File: src/rtl/dmem_pkg.sv
// dmem_pkg: shared encodings for the data-memory responder and the control unit
package dmem_pkg;
    localparam logic [1:0] ST_IDLE   = 2'd0;
    localparam logic [1:0] ST_WAIT   = 2'd1;
    localparam logic [1:0] ST_ACCESS = 2'd2;
    localparam logic OP_READ  = 1'b0;
    localparam logic OP_WRITE = 1'b1;
    localparam logic [3:0] OPC_LOAD  = 4'b1000;
    localparam logic [3:0] OPC_STORE = 4'b1001;
endpackage

File: src/rtl/dmem_array.sv
// dmem_array: word storage with synchronous write and a resettable, enabled read register
module dmem_array #(
    parameter int DEPTH = 256,
    parameter int AW    = 8,
    parameter int W     = 8
) (
    input  logic          clk,
    input  logic          rst,
    input  logic          we,
    input  logic          re,
    input  logic [AW-1:0] addr,
    input  logic [W-1:0]  din,
    output logic [W-1:0]  dout
);
    logic [W-1:0] mem [DEPTH];
    always_ff @(posedge clk) begin
        if (we) mem[addr] <= din;
    end
    // the read register doubles as the held LOAD result, so it only moves on a read
    always_ff @(posedge clk) begin
        if (rst) dout <= '0;
        else if (re) dout <= mem[addr];
    end
endmodule

File: src/rtl/data_mem_responder.sv
// data_mem_responder: LOAD/STORE memory responder with wait states and completion flags
// Optional MEM_PARITY_EN adds an even-parity bit per word and the par_err check.
module data_mem_responder
    import dmem_pkg::*;
#(
    parameter int ADDR_W      = 8,
    parameter int DATA_W      = 8,
    parameter int DEPTH       = 256,
    parameter int WAIT_CYCLES = 1
) (
    input  logic              clk,
    input  logic              rst,
    input  logic              load_enable,
    input  logic              data_read,
    input  logic              data_write,
    input  logic [ADDR_W-1:0] addr,
    input  logic [DATA_W-1:0] wdata,
    output logic              busy,
    output logic              done,
    output logic [DATA_W-1:0] rdata,
    output logic              rdata_valid,
    output logic              err,
    output logic              par_err
);
    localparam int AW = DEPTH > 1 ? $clog2(DEPTH) : 1;
    localparam logic [3:0] WC = 4'(WAIT_CYCLES);
    localparam logic [ADDR_W:0] DEPTH_L = (ADDR_W+1)'(DEPTH);
`ifdef MEM_PARITY_EN
    localparam int MW = DATA_W + 1;
`else
    localparam int MW = DATA_W;
`endif
    logic [1:0]        state;
    logic [3:0]        cnt;
    logic              op_q;
    logic [ADDR_W-1:0] addr_q;
    logic [DATA_W-1:0] wdata_q;
    logic [MW-1:0]     din, dout;
    logic              in_range, access, we, re;
    assign in_range = {1'b0, addr_q} < DEPTH_L;
    assign access   = state == ST_ACCESS && in_range && !rst;
    assign we       = access && op_q == OP_WRITE;
    assign re       = access && op_q == OP_READ;
    assign busy     = state != ST_IDLE;
    assign rdata    = dout[DATA_W-1:0];
`ifdef MEM_PARITY_EN
    assign din     = {^wdata_q, wdata_q};
    assign par_err = rdata_valid && ^dout;
`else
    assign din     = wdata_q;
    assign par_err = 1'b0;
`endif
    always_ff @(posedge clk) begin
        if (rst) begin
            state       <= ST_IDLE;
            cnt         <= '0;
            op_q        <= OP_READ;
            addr_q      <= '0;
            wdata_q     <= '0;
            done        <= 1'b0;
            err         <= 1'b0;
            rdata_valid <= 1'b0;
        end else begin
            done        <= 1'b0;
            err         <= 1'b0;
            rdata_valid <= 1'b0;
            if (state == ST_IDLE && load_enable && (data_read || data_write)) begin
                if (data_read && data_write) begin
                    done <= 1'b1;
                    err  <= 1'b1;
                end else begin
                    op_q    <= data_write ? OP_WRITE : OP_READ;
                    addr_q  <= addr;
                    wdata_q <= wdata;
                    cnt     <= WC;
                    state   <= WC == 4'd0 ? ST_ACCESS : ST_WAIT;
                end
            end else if (state == ST_WAIT) begin
                // cnt is at least 1 here, so the decrement never wraps
                cnt <= cnt - 4'd1;
                if (cnt == 4'd1) state <= ST_ACCESS;
            end else if (state == ST_ACCESS) begin
                state       <= ST_IDLE;
                done        <= 1'b1;
                err         <= !in_range;
                rdata_valid <= op_q == OP_READ && in_range;
            end
        end
    end
    dmem_array #(.DEPTH(DEPTH), .AW(AW), .W(MW)) u_arr (
        .clk (clk),
        .rst (rst),
        .we  (we),
        .re  (re),
        .addr(addr_q[AW-1:0]),
        .din (din),
        .dout(dout)
    );
endmodule

File: config.mk
export PLATFORM = sky130hd
export DESIGN_NAME = data_mem_responder
export DESIGN_NICKNAME = d
export VERILOG_FILES = /design/src/rtl/dmem_pkg.sv /design/src/rtl/dmem_array.sv /design/src/rtl/data_mem_responder.sv
export SDC_FILE = /design/constraint.sdc
export NUM_CORES = 2
export LEC_CHECK = 0
export BUFFER_PORTS_ARGS = -buffer_cell sky130_fd_sc_hd__buf_4
export CORE_UTILIZATION = 35
export CTS_BUF_LIST = sky130_fd_sc_hd__clkbuf_8
export DETAILED_ROUTE_END_ITERATION = 10
export PLACE_DENSITY = 0.54
export SLEW_MARGIN = 5
export SYNTH_ARGS = -nofsm -noshare
export SYNTH_HDL_FRONTEND = slang
export SYNTH_SLANG_ARGS = --single-unit
File: constraint.sdc
create_clock -name clk -period 5.7 [get_ports clk]
set_input_delay 0.57 -clock clk [delete_from_list [all_inputs] [get_ports clk]]
set_output_delay 0.57 -clock clk [all_outputs]
set_load 0.05 [all_outputs]
[Word-level counts from Yosys, hierarchy flattened]
Memory sizes are Yosys's and may differ from the RTL's. A register that Yosys moved wholly into a read port is not among the register bits.
Index checks and enable logic that the tools add are counted.
Cells by class
  add/subtract/negate cells: 1
  equality and inequality tests: 5
  multiplexer cells: 15
  bitwise gates (word level): 4
  reduce and logical (&&, ||, !) cells: 17
Operators by type and width (count)
  $mux 4: 3
  $mux 2: 5
  $mux 1: 7
  $logic_and 1x1->1: 6
  $eq 4x1->1 const B: 1
  $not 1->1: 4
  $reduce_and 2->1: 2
  $reduce_bool 2->1: 2
  $reduce_or 4->1: 1
  $sub 4x1->4 const B: 1
  $ne 3x2->1 const B: 1
  $reduce_and 3->1: 1
  $reduce_bool 3->1: 1
  $eq 2x1->1 const B: 1
  $eq 2x2->1 const B: 1
  $logic_not 2->1: 1
  $ne 2x2->1 const B: 1
  $reduce_or 2->1: 1
  $logic_not 1->1: 1
  $logic_or 1x1->1: 1
Storage, ports and cells
  register bits after elaboration: 26
  bits in writable memories: 2048
  input bits: 21
  output and inout port bits: 13
  word-level logic and storage cells: 51
  memories kept: 1
Memory list
  u_arr.mem: words 256, width 8, rd ports 1, clocked after memory_dff 1, write ports 1, RTL line dmem_array.sv:15  | logic [W-1:0] mem [DEPTH];

[Longest topological paths before layout]
  word-level depth: 5
  depth in mapped cells: 12
  depth with buffers taken out: 7

[Modules after synthesis]
A second synthesis with hierarchy kept.
Second synthesis, totals
  cell total of the unflattened synthesis: 3949
  area total of the unflattened synthesis: 81458.1 µm²
Modules (own cells, without submodules)
  dmem_array: instances 1, cells an instance 3813, area an instance 80143.1 µm², seq. area each 61659.1 µm²
  data_mem_responder: instances 1, cells an instance 136, area an instance 1315.0 µm², seq. area each 520.5 µm²

[Worst setup path after synthesis]
Ideal clock, no wire load.
  path kind: register to register
  from: reg wdata_q[0] (netlist: din[0])
  to: mem u_arr.mem[0][0], data pin
  setup time: 0.856 ns
  data arrival time: 3.397 ns
  data required time: 4.844 ns
  setup slack: 1.447 ns
  stages on the path, launching flop included: 1
  buffers on the path: 0
  period minus slack after synthesis: 4.253 ns
  cells stage by stage: dfxtp_1
RTL lines
  start: declaration: RTL line data_mem_responder.sv:37  | logic [DATA_W-1:0] wdata_q;
  start signal: assignment: RTL line data_mem_responder.sv:74  | wdata_q <= wdata;
  end: declaration: RTL line dmem_array.sv:15
No word-level cell before the write port.

==> summary.txt <==
Hold path
  – Worst min path class: in2reg

Critical path
  – Critical path fanouts, max: 99
  – Crit-path cells: buf_12 > mux4_2 > mux2i_1 > o22ai_1 > nor2_1 > nor2_1 > nor4_1 > a31oi_1
  – Delay of the slowest critical-path stage: 0.99 ns
  – Worst path bufs/invs: 1
  – Startpoint types: register
  – CP max-delay cell: dfxtp_4
  – Data required time of the worst path: 6.56 ns
  – Critical Path AT: 5.09 ns
  – CP top delay family: simple AND/OR/NAND/NOR gates
  – Critical Path Most Common Cell: nor2_1
  – WS Path Type: reg2reg
  – CP Capture Type: register

Clocking
  – Cts bufs inserted: 352
  – # H-tree levels: 5
  – Max Root-Sink Buffers: 4
  – # clock sinks: 2082
  – Clock-pin slew on the worst setup and hold paths: 0.06 ns
  – Clock insertion delay at the later pin of the skew report: 1.05 ns
  – CTS tree: yes
  – Root buf cell: clkbuf_8

Global routing
  – Total GRT Usage: 0.1913
  – First-pass GRT wire length: 319.4 mm
  – Met3 usage: 0.03721
  – Met2 GRT Util: 0.3047
  – Number of global-route vias before repair: 42010
  – Initial antenna violation count: 9
  – Largest net degree at the start of global routing: 197
  – Grt total ovfl: 0
  – Busiest metal layer after global routing: met2
  – GRT met1 Usage: 0.2619

Die
  – Std-Cell Rows: 176
  – Initial Utilization: 0.3526
  – Io pins: 34
  – DIE AREA: 233700 sq um
  – Die width: 483.5 microns
  – Area of the core: 230100 sq um
  – Die Ht: 483.5 microns

Routing
  – Router iterations before antenna repair: 5
  – Wire per inst: 30.12 microns
  – Starting DRT DRC Count: 4456
  – Remaining antenna violation count: 0
  – Vias per inst: 5.456
  – Final wirelength: 225.7 mm
  – DRC: 0
  – Via Count: 40880

Timing
  – Fin Setup TNS: 0 ns
  – Final setup viols: 0
  – Hold Vio Cnt, Final: 0
  – Worst slew pin tran: 1.480 ns
  – Fmax achieved: 0.2361 GHz
  – Crit path time final: 4.236 ns
  – Slew HR: 0.01347
  – Final Cycle Share: 0.7432
  – RSZ-0062 raised after global routing: no
  – Clock skew: 0.08209 ns
  – Slew Limit Fails: 0

Placement
  – HPWL Detailed: 133.7 mm
  – # placed instances: 6844
  – PortBufs: 32
  – GP Congestion: 0.8130

Finish
  – Most common cell after layout, fill and taps aside: edfxtp_1
  – Share of cells above drive strength 1: 0.2420
  – P&R area growth vs syn: 12.57%
  – Fill cells: 20480
  – Most frequent cells in the layout: 2048 x edfxtp_1, 452 x mux4_2, 371 x clkbuf_8
  – Post-route non-filler standard cell count: 7493
  – Fin nets: 4217

Synth
  – Yosys top cell area share: 0.7580
  – Top cell type by total area after synthesis: edfxtp_1
  – Post-synthesis instance total: 3925
  – Synth area leaders: edfxtp_1 76%, mux4_2 13%, mux2i_1 2.3%, nor2_1 1.4%, dfxtp_1 0.84%
  – Syn avg cell area: 20.67 sq um
  – FFs w/ async S/R, synth: 0
  – Synthesized flop and latch total: 2082
  – Syn nets: 3948
  – Post-synth cell types: 68
  – Post-Syn Area: 81130 sq um
  – Primary FF master, synth: edfxtp_1
  – Seq/Total Area, Yosys: 0.7664
  – EDFF count, synth: 2048
  – Yosys Warn Count: 0

Status
  – Status: finished, final reports clean

Run
  – Max Cap Viol: 0

Power
  – Static leakage: 28.81 nW
  – Pwr dens: 338.9 nW/um^2
  – Max VDD drop: 0.2680 mV
## cells in the mapped netlist, types with 4 or more instances
| master | count |
|---|---|
| a2111oi_0 | 12 |
| a211oi_1 | 24 |
| a21oi_1 | 82 |
| a221oi_1 | 33 |
| a22o_1 | 12 |
| a22oi_1 | 52 |
| a31oi_1 | 13 |
| and2_1 | 8 |
| and3_1 | 4 |
| buf_1 | 6 |
| buf_2 | 43 |
| buf_4 | 67 |
| buf_6 | 30 |
| buf_8 | 4 |
| clkbuf_1 | 87 |
| dfxtp_1 | 34 |
| edfxtp_1 | 2048 |
| inv_1 | 8 |
| mux2_2 | 24 |
| mux2i_1 | 184 |
| mux4_1 | 8 |
| mux4_2 | 452 |
| nand2_1 | 123 |
| nand2b_1 | 9 |
| nand3_1 | 27 |
| nand3b_1 | 4 |
| nand4_1 | 6 |
| nand4b_1 | 4 |
| nor2_1 | 304 |
| nor2b_1 | 26 |
| nor3_1 | 24 |
| nor3b_1 | 4 |
| nor4_1 | 7 |
| o2111ai_1 | 9 |
| o211ai_1 | 20 |
| o21ai_0 | 54 |
| o221ai_1 | 5 |
| o22ai_1 | 23 |
## cell families after synthesis
kind of cell	Yosys count	synth area share
AO/OA/AOI/OAI	359	0.03003
other	1	0.00004622
XOR/XNOR	3	0.0003239
AND/OR/NAND/NOR	563	0.03010
multiplexers	668	0.1541
buffers and inverters	247	0.01872
flip-flops	2082	0.7664
adder cells (fa/ha/maj)	2	0.0003084
## power by group
group | switching (mW) | leakage [nW] | internal, mW | total [mW]
Clock | 6.02 | 3.69 | 6.33 | 12.3
Sequential | 0.103 | 19.9 | 16.9 | 17.0
Combinational | 1.08 | 5.24 | 0.562 | 1.65
Total | 7.21 | 28.8 | 23.7 | 31.0
## per-stage QoR
| step | hold WS, ns | setup WS (ns) | cell area [sq um] | utilization | power [mW] |
|---|---|---|---|---|---|
| floorplan | 0.4632 | 1.447 | 81130 | - | 18.31 |
| global route | 0.1707 | 1.368 | 91320 | 0.3968 | 31.89 |
| finish | 0.1874 | 1.464 | 91330 | 0.3969 | 30.96 |
| detailed placement | 0.4894 | 1.464 | 84760 | 0.3683 | 18.93 |
| CTS | 0.1258 | 1.443 | 91320 | 0.3968 | 31.20 |
| global placement | 0.4910 | 0.7409 | 84760 | 0.3683 | 18.91 |
## metal layers
metal	share of wire	up-vias
li1	-	16860
met1	0.42	21990
met2	0.48	1613
met3	0.068	414
met4	0.031	4
met5	0.000062	-
## worst min-delay path: cells and delay by family
| kind | cells | cell delay (ns) |
|---|---|---|
| and+or+nand+nor | 2 | 0.23 |
| buffers and inverters | 2 | 0.38 |
## final timing paths
check	start	cells past startpoint	slack [ns]	to
worst max-delay path	addr_q[1]$_SDFFE_PP0P_	8	1.46	u_arr.dout[7]$_SDFFE_PP0P_
worst min-delay path	load_enable	4	0.19	cnt[2]$_SDFFE_PP0P_
worst max register to register	addr_q[1]$_SDFFE_PP0P_	8	1.46	u_arr.dout[7]$_SDFFE_PP0P_
worst min register to register	din[5]$_SDFFE_PP0P_	0	0.51	u_arr.mem[181][5]$_DFFE_PP_
## timing repair
action / CTS / global route
setup buffers: 0 / 0
endpoints found under the hold margin: 20 / 0
resized for setup: 0 / 0
hold buffers: 22 / 0
## area by class of cell
type / count / area [sq um] / share of cell area
diodes: 5 / 12.51 / 0.0001370
clock buffers: 371 / 5106 / 0.05591
flip-flops and latches: 2082 / 62230 / 0.6813
inverters: 9 / 36.28 / 0.0003973
well taps: 3026 / 3786 / 0.04145
repair buffers: 153 / 1441 / 0.01578
clock inverters: 251 / 1232 / 0.01349
multi-input cells: 1596 / 17490 / 0.1915
## flip-flops by register name (all words and copies together), names as in the netlist
register	cells
u_arr.mem	2048
done	1
rdata_valid	1
state	2
u_arr.dout	8
addr_q	8
err	1
cnt	4
op_q	1
din	8
(Power assumes the default switching activity.)
